**config.mk**
```make
export PLATFORM = sky130hd
export DESIGN_NAME = key_pulse_array
export DESIGN_NICKNAME = d
export VERILOG_FILES = /design/src/rtl/key_pulse_array.sv
export SDC_FILE = /design/constraint.sdc
export NUM_CORES = 1
export LEC_CHECK = 0
export ABC_AREA = 1
export CORE_MARGIN = 1.5
export CORE_UTILIZATION = 50
export DETAILED_ROUTE_END_ITERATION = 8
export DONT_BUFFER_PORTS = 1
export PLACE_DENSITY_LB_ADDON = 0.05
export SYNTH_ARGS = -nofsm -noshare
export SYNTH_HDL_FRONTEND = slang
export SYNTH_SLANG_ARGS = --single-unit
export TNS_END_PERCENT = 100
```
**constraint.sdc**
```tcl
create_clock -name clk -period 2.13 [get_ports clk]
set_clock_uncertainty 0.05 [all_clocks]
set_input_delay 0.213 -clock clk [delete_from_list [all_inputs] [get_ports clk]]
set_output_delay 0.213 -clock clk [all_outputs]
set_load 0.02 [all_outputs]
```
**src/rtl/key_pulse_array.sv**
```systemverilog
// key_pulse_array
//   Conditions N raw board keys for the control FSMs. Every channel goes
//   through a polarity normaliser, a synchroniser and a debouncer. Each
//   accepted press produces a one-cycle press pulse, and each accepted
//   release produces a one-cycle release pulse.
//
//   Optional feature (macro KEY_PULSE_REPEAT_EN): while a key stays held,
//   the press pulse auto-repeats REPEAT_DELAY cycles after the original
//   press pulse, and then every REPEAT_PERIOD cycles.
//
// Ports
//   clk            in   1       system clock, posedge
//   reset          in   1       asynchronous, active-high
//   keys_in        in   N_KEYS  raw key pins, polarity set by ACTIVE_LOW
//   pressed        out  N_KEYS  debounced level, 1 = held
//   press_pulse    out  N_KEYS  one-cycle pulse per accepted press (plus repeats)
//   release_pulse  out  N_KEYS  one-cycle pulse per accepted release
//   any_press      out  1       OR of press_pulse, same cycle
//
// All outputs are registered.

module key_pulse_array #(
  parameter int N_KEYS          = 4,
  parameter int ACTIVE_LOW      = 1,
  parameter int SYNC_STAGES     = 2,
  parameter int DEBOUNCE_CYCLES = 4,
  parameter int REPEAT_DELAY    = 8,
  parameter int REPEAT_PERIOD   = 4
) (
  input  logic              clk,
  input  logic              reset,
  input  logic [N_KEYS-1:0] keys_in,
  output logic [N_KEYS-1:0] pressed,
  output logic [N_KEYS-1:0] press_pulse,
  output logic [N_KEYS-1:0] release_pulse,
  output logic              any_press
);

  localparam int DB_W = $clog2(DEBOUNCE_CYCLES > 2 ? DEBOUNCE_CYCLES : 2);
  localparam logic [DB_W-1:0] DB_LAST = DB_W'(DEBOUNCE_CYCLES - 1);

  // Normalise before the synchroniser so that a reset value of 0 means
  // "released" regardless of pin polarity.
  logic [N_KEYS-1:0] norm;
  assign norm = (ACTIVE_LOW != 0) ? ~keys_in : keys_in;

  logic [N_KEYS-1:0] sync_q [SYNC_STAGES];
  logic [N_KEYS-1:0] s;
  assign s = sync_q[SYNC_STAGES-1];

  logic [DB_W-1:0]   db_cnt [N_KEYS];
  logic [N_KEYS-1:0] db_done;   // debounced level flips on this edge
  logic [N_KEYS-1:0] rep_fire;  // auto-repeat pulse due on this edge
  logic [N_KEYS-1:0] press_next;

  always_comb begin
    db_done = '0;
    for (int i = 0; i < N_KEYS; i++) begin
      db_done[i] = (s[i] != pressed[i]) && (db_cnt[i] == DB_LAST);
    end
    // A flip with s=1 is a press; repeats share the same output bit.
    press_next = (db_done & s) | rep_fire;
  end

  always_ff @(posedge clk or posedge reset) begin
    if (reset) begin
      for (int k = 0; k < SYNC_STAGES; k++) sync_q[k] <= '0;
      for (int i = 0; i < N_KEYS; i++) db_cnt[i] <= '0;
      pressed       <= '0;
      press_pulse   <= '0;
      release_pulse <= '0;
      any_press     <= 1'b0;
    end else begin
      sync_q[0] <= norm;
      for (int k = 1; k < SYNC_STAGES; k++) sync_q[k] <= sync_q[k-1];
      for (int i = 0; i < N_KEYS; i++) begin
        if (s[i] == pressed[i]) begin
          db_cnt[i] <= '0;
        end else if (db_done[i]) begin
          pressed[i] <= s[i];
          db_cnt[i]  <= '0;
        end else begin
          // Stays below DB_LAST here, so the counter cannot wrap.
          db_cnt[i] <= db_cnt[i] + 1'b1;
        end
      end
      press_pulse   <= press_next;
      release_pulse <= db_done & ~s;
      any_press     <= |press_next;
    end
  end

`ifdef KEY_PULSE_REPEAT_EN
  localparam int RP_MAX = (REPEAT_DELAY > REPEAT_PERIOD) ? REPEAT_DELAY : REPEAT_PERIOD;
  localparam int RP_W   = $clog2(RP_MAX > 2 ? RP_MAX : 2);
  localparam logic [RP_W-1:0] RD_LAST = RP_W'(REPEAT_DELAY - 1);
  localparam logic [RP_W-1:0] RP_LAST = RP_W'(REPEAT_PERIOD - 1);

  logic [RP_W-1:0]   rep_cnt [N_KEYS];
  logic [N_KEYS-1:0] rep_first;  // still waiting for the first (longer) delay

  always_comb begin
    rep_fire = '0;
    for (int i = 0; i < N_KEYS; i++) begin
      // No repeat on the edge where a release is accepted.
      rep_fire[i] = pressed[i] && !db_done[i] &&
                    (rep_first[i] ? (rep_cnt[i] == RD_LAST) : (rep_cnt[i] == RP_LAST));
    end
  end

  always_ff @(posedge clk or posedge reset) begin
    if (reset) begin
      for (int i = 0; i < N_KEYS; i++) rep_cnt[i] <= '0;
      rep_first <= '1;
    end else begin
      for (int i = 0; i < N_KEYS; i++) begin
        if (db_done[i] || !pressed[i]) begin
          // Press pulse starts the count; release clears it.
          rep_cnt[i]   <= '0;
          rep_first[i] <= 1'b1;
        end else if (rep_fire[i]) begin
          rep_cnt[i]   <= '0;
          rep_first[i] <= 1'b0;
        end else begin
          rep_cnt[i] <= rep_cnt[i] + 1'b1;
        end
      end
    end
  end
`else
  assign rep_fire = '0;
  // Repeat parameters have no effect in this build.
  logic unused_repeat_cfg;
  assign unused_repeat_cfg = (REPEAT_DELAY > 0) ^ (REPEAT_PERIOD > 0);
`endif

endmodule
```
==> results.toml, run 1 <==
[layout]
fin_nets = 107
area_growth_syn_to_layout_pct = 17.17
utilization_pct = 61.98
fillers = 166
multiInputGateArea_um2 = 241.5
ff_latch_area_um2 = 725.7
n_antenna_cell = 0
instances_no_fill = 125
drive_above_1_share_pct = 11.22

[worst_hold_path]
hold_class = "reg -> reg"
min_to = "s[2]"
min_path_cells = 0
hold_start = "sync_q[6]"

[floorplanning]
die-area_um2 = 2335
rows = 16
die-height_um = 48.33
die_w_um = 48.33
core_um2 = 1942
start_util_pct = 52.90
io_pins = 19

[critical_path]
crit_type = "reg -> out"
r2r_end = "any_press"
critPathMaxFanout = 4
start_kind = "flop"
cp-end-kind = "primary output"
crit_arrival_ps = 850
regToRegSetupSlack_ps = 1050
regToRegStartpoint = "db_cnt[4]"
cp_data_required_time_ps = 1870
reg2reg_depth = 5

[yosys]
synth_cell_type_count = 13
synth_top_family_by_area = "simple AND/OR/NAND/NOR gates"
synth_most_common_cell = "dfrtp_1"
synth_ff_type = "dfrtp_1"
synth_compound_gate_area_share_pct = 1.949
synth_common_cells = "dfrtp_1, inv_1, nor2_1"
synth_top_area_cell = "dfrtp_1"
synth-xor-area-share_pct = 3.410
synth_edf_count = 0
synth_nets = 94
ys_seq_elements = 29
seq_area_frac_synth_pct = 70.65
synth_area_leaders = "dfrtp_1, inv_1, ha_1"
synth_fa_ha_area_share_pct = 4.872
synthMuxAreaShare_pct = 0
synthSimpleGateAreaFrac_pct = 13.28
ys_async_sr_fraction_pct = 100.0
syn_area_um2 = 1027
synth_warnings = 0
syn_avg_cell_area_um2 = 12.23
synth_cells = 84
synth_top_area_share_pct = 70.65

[flow_run]
cap_violations = 0

[cts]
cts_resized = 0
cts_tree = "built"
insertion_delay_ps = 310
htree_levels = 2
root_buffer = "clkbuf_4"
path_clk_slew_ps = 90
hold_buffers = 5
cts_buffers = 5
clock_path_buffers = 2
post-cts-setup-buffers = 0
cts.sinks = 29

[grt]
grt_util_met2_pct = 21.99
grt_pass1_vias = 598
grt_use_met3_pct = 5.556
grt_max_degree = 30
grt_util_met1_pct = 15.78
gr-max-usage-layer = "met2"
grt_pass1_wl_um = 2442
gr-usage-all-layers_pct = 14.08
antenna_found_initial = 0
grt_overflow = 0

[routing]
dr_total_vias = 567
routed_via_density = 4.536
avgRoutedWirePerCell_um = 10.50
routed_wl_um = 1313
ant_nets = 0
drtPass1Iterations = 4
drt_iter0_markers = 4
remaining_drc_errors = 0

[sta]
setup_ws_ps = 1015
fmax_mhz = 897.1
rsz0062_at_grt = "no"
fin_crit_sh_pct = 52.33
hold_viol = 0
tightest_slew_ps = 340.5
relSlewSlack_pct = 77.30
min_period_ps = 1115
setup_viol = 0
slew_viol_final = 0
setup_tns_ps = 0

[status]
outcome = "finished clean"

[pwr]
power.total_uw = 1524
power_density_nw_per_um2 = 1266
ir_worst_vdd_mv = 0.7316
leakage_uw = 0.0006248

[place]
dp_hpwl_um = 893.7
dp.cells = 112
gp_congestion = 0.7395
pre_cts_slack_ps = 1049
io_buffers = 0
## flip-flops by register name, summed over array words and instances (netlist names)
name and cells:
pressed 4, db_cnt 8, release_pulse 4, s 4, press_pulse 4, sync_q 4
any_press 1
## where the power goes
group / internal (uW) / switching [uW]
sequential: 667 / 139
clock: 280 / 179
combinational: 120 / 139
## cells by family after synthesis
logic type,count (synthesis)
AO/OA/AOI/OAI,4
XOR/XNOR,4
adder cells (fa/ha/maj),4
buffers and inverters,16
flip-flops,29
AND/OR/NAND/NOR,27
## metrics by stage
| step | hold WS, ps | instance area, um^2 |
|---|---|---|
| floorplan | 222.4 | 1027 |
| global placement | 136.8 | 1069 |
| detailed placement | 140.8 | 1069 |
| CTS | 306.8 | 1204 |
| global route | 309.8 | 1204 |
| finish | 304.6 | 1204 |
## layer usage
metal	routed length, um	part of all wire, %
met1	581	44
met2	618	47
met3	78	5.9
met4	34	2.6
met5	0	0
## cells in the final DEF, fill, tap and decap left out, drive strengths merged
master | synthesis | routed
dfrtp | 29 | 29
inv | 16 | 16
nor2 | 11 | 11
clkbuf | 0 | 7
nand2 | 6 | 6
dlygate4sd3 | 0 | 5
o21ai | 4 | 4
xnor2 | 4 | 4
nor3b | 4 | 4
ha | 4 | 4
or2 | 4 | 4
nand3 | 2 | 2
bufinv | 0 | 1
buf | 0 | 1
## layout make-up
class,instances,share of cell area (%)
clock buffers,7,4.574
clock inverters,1,2.495
inverters,16,4.990
multi-input cells,39,20.06
flip-flops and latches,29,60.29
well taps,27,2.807
repair buffers,6,4.782
## worst max path at each step
stage	start	to	cells after the start
CTS	pressed[2]	pressed[2]	0
global placement	db_cnt[2]	any_press	5
finish	pressed[2]	pressed[2]	0
global route	db_cnt[2]	any_press	5
floorplan	db_cnt[2]	any_press	5
detailed placement	db_cnt[2]	any_press	5
No activity file was read; power rests on OpenSTA's default activity.
==> run 2: changes to the inputs <==
clock period = 1.1 ns   (was 2.13 ns; I/O delays follow)
==> results.toml, run 2 (synthesized netlist as in run 1, its figures left out) <==
[cts]
cts.sinks = 29
cts_tree = "built"
insertion_delay_ps = 320
clock_path_buffers = 2
root_buffer = "clkbuf_4"
cts_buffers = 5
path_clk_slew_ps = 90
htree_levels = 2

[sta]
slew_viol_final = 0
fin_crit_sh_pct = 95.83
setup_ws_ps = 45.84
tightest_slew_ps = 351.0
rsz0062_at_grt = "no"
relSlewSlack_pct = 76.60
fmax_mhz = 948.6
hold_viol = 0
min_period_ps = 1054
setup_viol = 0
setup_tns_ps = 0

[layout]
area_growth_syn_to_layout_pct = 21.32
layout_common_cells = "dfrtp_1, inv_1, nor2_1"
final_common_cell = "dfrtp_1"
top_register = "db_cnt"
drive_above_1_share_pct = 20.95
largest_reg_flops = 8
fin_nets = 114
n_antenna_cell = 0
ff_latch_area_um2 = 725.7
fillers = 161
multiInputGateArea_um2 = 261.5

[floorplanning]
core_um2 = 1942
rows = 16
die-height_um = 48.33
die-area_um2 = 2335
io_pins = 19
start_util_pct = 52.90
die_w_um = 48.33

[status]
outcome = "finished clean"

[pwr]
ir_worst_vdd_mv = 1.530
power_density_nw_per_um2 = 2311
leakage_uw = 0.0006410

[critical_path]
max_stage_delay_ps = 410
regToRegSetupSlack_ps = 70
cp-end-kind = "primary output"
worst-path-stages = 1
r2r_end = "db_cnt[6]"
reg2reg_depth = 3
crit_arrival_ps = 890
crit_type = "reg -> out"
cp.buffers_inverters = 1
regToRegStartpoint = "db_cnt[6]"
critPathSlowestCell = "dfrtp_1"
cp_top_family = "flip-flops"
critPathMaxFanout = 3
start_kind = "flop"
cp_data_required_time_ps = 940
crit_chain = "buf_4"

[grt]
grt_util_met2_pct = 21.99
grt_use_met3_pct = 9.259
gr-max-usage-layer = "met2"
grt_pass1_vias = 590
antenna_found_initial = 0
grt_pass1_wl_um = 2428
grt_max_degree = 30
grt_overflow = 0
gr-usage-all-layers_pct = 14.63
grt_util_met1_pct = 16.24

[routing]
ant_nets = 0
routed_via_density = 4.500
avgRoutedWirePerCell_um = 10.41
remaining_drc_errors = 0
drt_iter0_markers = 10
drtPass1Iterations = 2
dr_total_vias = 594
routed_wl_um = 1374

[worst_hold_path]
hold_class = "in -> async"

[place]
dp_hpwl_um = 904.2
gp_congestion = 0.7712
io_buffers = 0
pre_cts_slack_ps = 32.20

[flow_run]
cap_violations = 0
-- run 2: through the flow --
stage / power (uW) / instances / hold slack [ps] / utilization (%) / area [um^2]
3_3_place_gp: 2145 / 116 / 34.14 / 56.57 / 1099
6_report: 2880 / 132 / 234.9 / 64.18 / 1246
2_1_floorplan: 1966 / 84 / 119.4 / - / 1027
3_5_place_dp: 2178 / 116 / 41.49 / 56.57 / 1099
4_1_cts: 2843 / 131 / 235.0 / 62.56 / 1215
5_1_grt: 3098 / 132 / 265.0 / 64.18 / 1246
-- run 2: layout make-up --
| cell class | instances | area share (%) |
|---|---|---|
| timing repair buffer | 13 | 9.136 |
| tap | 27 | 2.711 |
| clock inverter | 2 | 0.8032 |
| inverter | 16 | 4.819 |
| multi-input combinational | 39 | 20.98 |
| sequential | 29 | 58.23 |
| clock buffer | 6 | 3.313 |
-- run 2: worst max-delay path by stage --
| stage | end | slack, ps | from |
|---|---|---|---|
| after detailed placement | db_cnt[0] | 30 | db_cnt[0] |
| after floorplan | any_press | 100 | db_cnt[2] |
| after global routing | pressed[0] | 4 | pressed[0] |
| after CTS | db_cnt[0] | 10 | db_cnt[0] |
| after global placement | any_press | 50 | db_cnt[2] |
| final | pressed[0] | 50 | pressed[0] |
-- run 2: routing by layer --
metal / vias to the layer above / routed length, um
li1: 294 / -
met1: 279 / 602
met2: 19 / 657
met3: 2 / 100
met4: 0 / 13
met5: - / 0
-- run 2: timing repair --
item                       in CTS  in global routing
pin swaps                       0                  3
setup endpoints to repair       2                  6
hold buffers                    5                  0
hold endpoints to repair       33                  0
gates resized for setup         0                  7
buffers inserted                2                  1
-- run 2: report_power, final --
group          total (uW)  switching, uW  internal (uW)
clock network         594            352            243
registers            1470            174           1290
logic                 818            418            401
total                2880            943           1940
==> run 3: changes to the inputs <==
CTS_CLUSTER_SIZE = 28   (was not set)
==> results of run 3 <==
Final layout, timing and power as in run 2 (identical DEF).
